## src/rtl/locked_priority_arbiter.sv

```systemverilog
// locked_priority_arbiter
//   Fixed-priority arbiter (port 0 highest) that locks a registered grant
//   across a multi-cycle transaction. Ownership ends on done_i, on owner
//   request withdrawal, or (optionally) on a hold-limit timeout. Releases
//   with done_i or timeout mask the releasing port for that one
//   re-arbitration only. Re-arbitration happens on the release edge, so
//   there is no idle bubble between owners.
//
//   Optional feature: define ARB_HOLD_LIMIT_EN to compile in hold_cnt and
//   the MAX_HOLD timeout release.
//
// Parameters:
//   NUM_PORTS  number of requesters (2..16)
//   MAX_HOLD   max consecutive grant cycles with the hold limit (1..255)
// Ports:
//   clk_i     clock, rising edge
//   rst_i     synchronous active-high reset
//   req_i     per-port level request, held for the whole transaction
//   done_i    owner's last cycle of use; ignored when idle
//   gnt_o     registered one-hot grant, zero when idle
//   gnt_id_o  binary index of the granted port, zero when idle
//   busy_o    high while any grant is active
module locked_priority_arbiter #(
  parameter int NUM_PORTS = 4,
  parameter int MAX_HOLD  = 8
) (
  input  logic                         clk_i,
  input  logic                         rst_i,
  input  logic [NUM_PORTS-1:0]         req_i,
  input  logic                         done_i,
  output logic [NUM_PORTS-1:0]         gnt_o,
  output logic [$clog2(NUM_PORTS)-1:0] gnt_id_o,
  output logic                         busy_o
);

  localparam int ID_W = $clog2(NUM_PORTS);

  if (NUM_PORTS < 2 || NUM_PORTS > 16 || MAX_HOLD < 1 || MAX_HOLD > 255) begin : g_bad_cfg
    $error("locked_priority_arbiter: NUM_PORTS or MAX_HOLD out of range");
  end

  typedef enum logic {
    IDLE,
    OWNED
  } state_t;

  state_t                state_q, state_d;
  logic [NUM_PORTS-1:0]  gnt_q, gnt_d;
  logic [ID_W-1:0]       id_q, id_d;
  logic                  busy_q;

  logic                  owner_req;
  logic                  timeout;
  logic                  new_grant;
  logic                  rearb;
  logic [NUM_PORTS-1:0]  mask;
  logic [NUM_PORTS-1:0]  cand;
  logic [ID_W-1:0]       pick_id;
  logic                  found;

  assign owner_req = |(req_i & gnt_q);

`ifdef ARB_HOLD_LIMIT_EN
  localparam int HOLD_W = $clog2(MAX_HOLD + 1);
  localparam logic [HOLD_W-1:0] HOLD_LAST = HOLD_W'(MAX_HOLD - 1);

  logic [HOLD_W-1:0] hold_q;

  // hold_q counts completed cycles of the current ownership; the timeout
  // fires during the MAX_HOLD-th cycle, so the count never needs to wrap.
  assign timeout = (state_q == OWNED) && (hold_q == HOLD_LAST);

  always_ff @(posedge clk_i) begin
    if (rst_i || new_grant) begin
      hold_q <= '0;
    end else if (state_q == OWNED && hold_q != HOLD_LAST) begin
      hold_q <= hold_q + 1'b1;
    end
  end
`else
  assign timeout = 1'b0;
`endif

  always_comb begin
    state_d   = state_q;
    gnt_d     = gnt_q;
    id_d      = id_q;
    mask      = '0;
    rearb     = 1'b0;
    new_grant = 1'b0;
    cand      = '0;
    pick_id   = '0;
    found     = 1'b0;

    case (state_q)
      IDLE: rearb = 1'b1;
      OWNED: begin
        // done_i takes precedence over both req drop and timeout.
        if (done_i) begin
          rearb = 1'b1;
          mask  = gnt_q;
        end else if (!owner_req) begin
          rearb = 1'b1;
        end else if (timeout) begin
          rearb = 1'b1;
          mask  = gnt_q;
        end
      end
      default: rearb = 1'b1;
    endcase

    cand = req_i & ~mask;
    for (int unsigned i = 0; i < NUM_PORTS; i++) begin
      if (cand[i] && !found) begin
        pick_id = ID_W'(i);
        found   = 1'b1;
      end
    end

    if (rearb) begin
      if (found) begin
        state_d   = OWNED;
        gnt_d     = NUM_PORTS'(1) << pick_id;
        id_d      = pick_id;
        new_grant = 1'b1;
      end else begin
        state_d = IDLE;
        gnt_d   = '0;
        id_d    = '0;
      end
    end
  end

  always_ff @(posedge clk_i) begin
    if (rst_i) begin
      state_q <= IDLE;
      gnt_q   <= '0;
      id_q    <= '0;
      busy_q  <= 1'b0;
    end else begin
      state_q <= state_d;
      gnt_q   <= gnt_d;
      id_q    <= id_d;
      busy_q  <= |gnt_d;
    end
  end

  assign gnt_o    = gnt_q;
  assign gnt_id_o = id_q;
  assign busy_o   = busy_q;

endmodule

```

## config.mk

```make
export PLATFORM = sky130hd
export DESIGN_NAME = locked_priority_arbiter
export DESIGN_NICKNAME = d
export VERILOG_FILES = /design/src/rtl/locked_priority_arbiter.sv
export SDC_FILE = /design/constraint.sdc
export NUM_CORES = 1
export LEC_CHECK = 0
export CAP_MARGIN = 20
export CORE_AREA = 10 10 47 49
export DETAILED_ROUTE_END_ITERATION = 7
export DIE_AREA = 0 0 57 59
export PLACE_DENSITY = 0.62
export SYNTH_ARGS = -nofsm -noshare
export SYNTH_HDL_FRONTEND = slang
export SYNTH_SLANG_ARGS = --single-unit
```

## constraint.sdc

```tcl
create_clock -name clk_i -period 1.2 [get_ports clk_i]
set_clock_uncertainty 0.15 [all_clocks]
set_input_delay 0.36 -clock clk_i [delete_from_list [all_inputs] [get_ports clk_i]]
set_output_delay 0.36 -clock clk_i [all_outputs]
set_load 0.005 [all_outputs]
```

==> results of run 1 <==
-- registers in the layout (all words and copies together), names as in the netlist --
register  flops
gnt_id_o      2
busy_o        1
gnt_o         4
state_q       1
-- critical path, delay by kind of cell, from the launching register on --
family / cells / cell delay (ns)
AO/OA/AOI/OAI: 2 / 0.45
flip-flops: 1 / 0.36
AND/OR/NAND/NOR: 2 / 0.26
-- power by group --
part	leakage (uW)	switching (uW)	internal (uW)
combinational	0.000221	67.9	90.2
clock	0.0000138	92.1	115
sequential	0.0000687	12.1	278
total	0.000304	172	483
-- worst paths after layout --
path               start     endpoint  slack, ns  depth (start not counted)
min reg2reg  gnt_id_o[1]  gnt_id_o[1]       0.34                          2
min          gnt_id_o[1]  gnt_id_o[1]       0.34                          2
max              state_q  gnt_id_o[0]      -0.13                          4
max reg2reg      state_q  gnt_id_o[0]      -0.13                          4
-- synth_stat cells --
cell type,n,area [um^2]
a21boi_4,1,18.8
dfxtp_1,8,160
buf_6,1,11.3
nand2_1,4,15.0
a31oi_1,2,12.5
nand4b_1,1,8.76
buf_1,1,3.75
and2_4,1,8.76
nand3b_1,3,22.5
a22oi_2,2,25.0
and2_1,1,6.26
nor3_1,1,5.00
nand3_1,2,10.0
o31ai_1,1,7.51
o21ai_1,1,5.00
o221a_4,1,20.0
inv_1,2,7.51
a311oi_1,1,8.76
a21oi_2,1,8.76
mux2i_1,1,10.0
nor2_1,2,7.51
a221oi_2,1,15.0
a21oi_1,3,15.0
nand2b_1,2,12.5
nor2b_1,1,6.26
-- stage by stage --
step	instances	hold slack, ns	total power, uW	setup WS, ns	setup TNS, ns
floorplan	45	0.312	354	-0.120	-0.181
global placement	84	0.321	433	-0.659	-5.50
detailed placement	84	0.332	435	-0.642	-5.56
CTS	88	0.333	654	-0.124	-0.800
global route	88	0.366	704	-0.192	-1.52
finish	88	0.340	655	-0.128	-0.718
-- metal layers --
| metal | share of wire, % | wire length [um] |
|---|---|---|
| met1 | 39 | 446 |
| met2 | 53 | 603 |
| met3 | 7.1 | 81 |
| met4 | 0.62 | 7 |
| met5 | 0 | 0 |
-- final cells by class --
class                   count  area, um^2
repair buffers             26         231
well taps                  16        20.0
inverters                   2        7.51
fillers                   136         642
clock buffers               3        22.5
multi-input cells          33         305
flip-flops and latches      8         173
-- kinds of logic after synthesis --
family          Yosys count  share of synthesized area, %
simple gates             18                          23.8
buf+inv                   4                          5.22
flops                     8                          37.1
compound gates           14                          31.6
mux                       1                          2.32
-- repair_timing --
item,in CTS,in global routing
setup endpoints to repair,15,15
setup buffers,1,0
gates cloned,0,0
resized for setup,52,7
pin swaps,13,4
==> qor.json, run 1 <==
{
  "groute.usage.overall_pct": 7.59,
  "grt_pass1_wl_um": 2060,
  "final-setup-viol-count": 13,
  "h_tree_level_count": 1,
  "mean_cell_area_of_the_mapped_netlist_um2": 9.59,
  "tritoncts": "yes",
  "most_frequent_standard_cell_in_the_layout_excluding_fill_and_tap_cells": "buf_4",
  "grt_remaining_overflow": 0,
  "finalHoldViolations": 0,
  "numCtsBuffers": 3,
  "synth_cell_types": 25,
  "detailed_place.area_um2": 661,
  "die_height_um": 59,
  "crit_path_start_kind": "flop",
  "timing_worst_setup_path_type": "flop to flop",
  "use_met3_pct": 3.65,
  "final.setup.worst_slack_ns": -0.128,
  "outcome": "complete, but fails checks",
  "final.period_utilization_pct": 111,
  "finalWirelength_um": 1140,
  "irDropWorstVdd_mv": 0.505,
  "ctsRootBufferMaster": "clkbuf_4",
  "mappedNetlistArea_um2": 432,
  "drt_drc_violations_left": 0,
  "cts.sink_count": 8,
  "vias_in_the_first_global_route": 487,
  "global_route.usage.met2_pct": 13.8,
  "fin_nets": 81,
  "share_of_the_core_filled_with_cells_in_the_final_layout_pct": 54.2,
  "io_buffer_count": 13,
  "postCtsHoldBufs": 0,
  "wire_per_inst_um": 12.9,
  "row_count": 14,
  "floorplan.core_area_mm2": 0.00140,
  "drt_iter0_drc": 4,
  "failed_checks": "negative setup slack",
  "final_antenna_net_count": 0,
  "worst-endpoint-arrival_ns": 1.31,
  "insertedDiodeCount": 0,
  "vias_per_cell": 5.02,
  "mappedNetlistNets": 52,
  "clockBufferDepth": 2,
  "timing.critical_path.required_ns": 1.18,
  "slew-limit-headroom_pct": 83.3,
  "timing.final.max_slew_violations": 0,
  "unrepaired_setup_endpoints_after_global_routing": "yes",
  "ys.warnings.count": 0,
  "cp_max_stage_cell": "dfxtp_4",
  "clock_latency_reported_for_the_late_side_of_the_worst_skew_pair_ns": 0.25,
  "finalWeightedCongestion": 0.783,
  "flow.area_growth_from_synthesis_pct": 75.9,
  "max_cap_viols": 0,
  "postSynthRegisterBits": 8,
  "die_w_um": 57,
  "leakage_uw": 0.000304,
  "crit_chain": "and2_4, o221a_4, a311oi_2, nor3_1",
  "post-route-min-period_ns": 1.33,
  "gr-usage-met1_pct": 7.19,
  "clock_transition_at_path_regs_ns": 0.06,
  "grt_start_max_net_pins": 9,
  "detailed_place_hpwl_um": 899,
  "sequential_element_share_of_the_synthesized_area_pct": 37.1,
  "dr_total_vias": 442,
  "final_design_area_no_fill_um2": 759,
  "dieArea_mm2": 0.00336,
  "io_pins": 14,
  "power_density_mw_per_mm2": 862,
  "tightestPinTransition_ns": 0.250,
  "initial_utilization_pct": 30.8,
  "detail_route.first_pass.iterations": 4,
  "final_cell_mix": "buf_4, buf_6, nand2_1, dfxtp_2, clkdlybuf4s15_2",
  "critical_path.endpoint_type": "flop",
  "final_layout_size_suffix_gt1_share_pct": 63.9,
  "achievable-frequency_ghz": 0.753,
  "syn_inst": 45,
  "globalRoute.busiestLayer": "met2",
  "crit_fanout": 5,
  "timing.critical_path.slowest_cell_delay_ns": 0.36,
  "grt_antenna_before_repair": 0,
  "hold_path.class": "flop to flop"
}
(Power assumes the default switching activity.)
==> run 2: changes to the inputs <==
--- a/config.mk
+++ b/config.mk
@@ -10,6 +10,7 @@
 export DETAILED_ROUTE_END_ITERATION = 7
 export DIE_AREA = 0 0 57 59
 export PLACE_DENSITY = 0.62
+export SLEW_MARGIN = 10
 export SYNTH_ARGS = -nofsm -noshare
 export SYNTH_HDL_FRONTEND = slang
 export SYNTH_SLANG_ARGS = --single-unit
==> results of run 2 <==
No change in the layout: final DEF, timing and power equal those of run 1.
==> RTL change, RTL diff (config.mk and constraints of run 1) <==
Change the parameter `NUM_PORTS` from 4 to 2.
--- a/src/rtl/locked_priority_arbiter.sv
+++ b/src/rtl/locked_priority_arbiter.sv
@@ -21,7 +21,7 @@
 //   gnt_id_o  binary index of the granted port, zero when idle
 //   busy_o    high while any grant is active
 module locked_priority_arbiter #(
-  parameter int NUM_PORTS = 4,
+  parameter int NUM_PORTS = 2,
   parameter int MAX_HOLD  = 8
 ) (
   input  logic                         clk_i,
Interface: changed (resized gnt_id_o, gnt_o and req_i); port bits go from 14 to 9. The function was not compared with the original's and may differ.
==> RTL change against run 1 <==
  * The run still ends with negative setup slack left
  * Sequential share of layout area increased by 1.7 points
  * Count of clock-buffer cells in the layout increased by 1
  * Global-route usage decreased by 3.1 points
  * Critical path depth increased by 1
  * Wire length decreased by 35%
  * Combinational power decreased by 39%
  * Maximum frequency increased by 1.9%
  * Setup slack improved by 0.025 ns
  * Area after synthesis decreased by 43%
  * Total power decreased by 27%
  * Cell area decreased by 44%
  * Die area unchanged
  * Sequential cell count decreased by 3
==> RTL change: results (changes against run 1) <==
Min path
  • Origin of the worst min-delay path: gnt_id_o (was gnt_id_o[1])
  • Endpoint of the worst hold-timing path: gnt_id_o (was gnt_id_o[1])

Finish
  • Proportion of final cell area spent on non-clock buffers: 0.297 (was 0.305)
  • Fillers: 166 (was 136)
  • Sequential cell area share: 0.244 (was 0.227)
  • Non-clk invs: 1 (was 2)
  • Clock tree buffer count of the final layout: 4 (was 3)
  • Fraction of standard cell area in multi-input logic: 0.341 (was 0.402)
  • Share of final-layout standard cells stronger than drive strength 1: 0.426 (was 0.639)
  • Final-layout clock-cell area share: 0.0618 (was 0.0297)
  • Area added between synthesis and finish: 74.4% (was 75.9%)

Status
  • Violated checks: negative setup slack (unchanged)
  • Outcome: finished, violations left (unchanged)

Timing
  • Total of endpoints with negative setup slack in the final report: 4 (was 13)
  • Worst path setup slack after routing: -0.103 ns (was -0.128 ns)
  • Worst hold margin: 0.519 ns (was 0.340 ns)
  • Actual transition at the worst max-transition pin: 0.232 ns (was 0.250 ns)

Worst setup path
  • Path type of the worst setup path: in2reg (was reg2reg)
  • Origin of the critical flop-to-flop path: gnt_o[1] (was state_q)
  • Depth of the most critical reg-to-reg path: 5 (was 4)
  • Crit path launch: done_i (was state_q)
  • Largest fanout on the critical path: 4 (was 5)

Route
  • Total length of routed met2 wires: 315 microns (was 603 microns)
  • Number of vias in the routed layout: 283 (was 442)
  • Detailed-routing wirelength on met1: 348 microns (was 446 microns)
  • Post-Route WL: 737 microns (was 1.14 mm)
  • DRT iter0 DRCs: 2 (was 4)

Global routing
  • Total routing resource utilization after global routing: 0.0450 (was 0.0759)
  • Fraction of met1 tracks used by global routing: 0.0428 (was 0.0719)

Placed design
  • HPWL reported at the end of detailed placement: 520 microns (was 899 microns)
  • # placed instances: 57 (was 84)
  • Number of buffer cells added on primary ports: 8 (was 13)
  • Worst Setup Slack post-DPL: -0.602 ns (was -0.642 ns)
  • Global placer's final weighted congestion: 0.709 (was 0.783)

Yosys
  • Syn_nets: 33 (was 52)
  • Cell types with the largest area share after synthesis: sky130_fd_sc_hd__dfxtp_1, sky130_fd_sc_hd__nand2_1, sky130_fd_sc_hd__a22oi_2 (was sky130_fd_sc_hd__dfxtp_1, sky130_fd_sc_hd__a22oi_2, sky130_fd_sc_hd__nand3b_1)
  • Cells after synthesis: 28 (was 45)

Power
  • Leakage power of the design: 0.198 nW (was 0.304 nW)

Clock network
  • Total clock sinks: 5 (was 8)
## RTL change: what timing repair did
action / 4_1_cts / 5_1_grt
gates resized for setup: 23 / 2
hold endpoints to repair: 0 / 0
pin swaps: 8 / 7
endpoints found under the setup margin: 9 / 9
buffers inserted: 1 / 1
hold buffers: 0 / 0
## RTL change: cell families (layout without fill, tap and decap cells)
kind of cell,after synthesis,after routing,synth area share
AND/OR/NAND/NOR,12,12,0.241
AO/OA/AOI/OAI,10,10,0.333
flip-flops,5,5,0.410
buffers and inverters,1,20,0.0154
## RTL change: worst max-delay path, stage by stage
cell and delay, ns:
sky130_fd_sc_hd__dlygate4sd2_1 0.26, sky130_fd_sc_hd__and2b_1 0.22, sky130_fd_sc_hd__o211ai_2 0.15, sky130_fd_sc_hd__o211a_1 0.20
sky130_fd_sc_hd__a21oi_1 0.08
## RTL change: where the power goes
part           internal (mW)  leakage, nW  switching (mW)
sequential             0.180       0.0426          0.0104
combinational         0.0538        0.141          0.0420
clock                  0.126       0.0150          0.0663
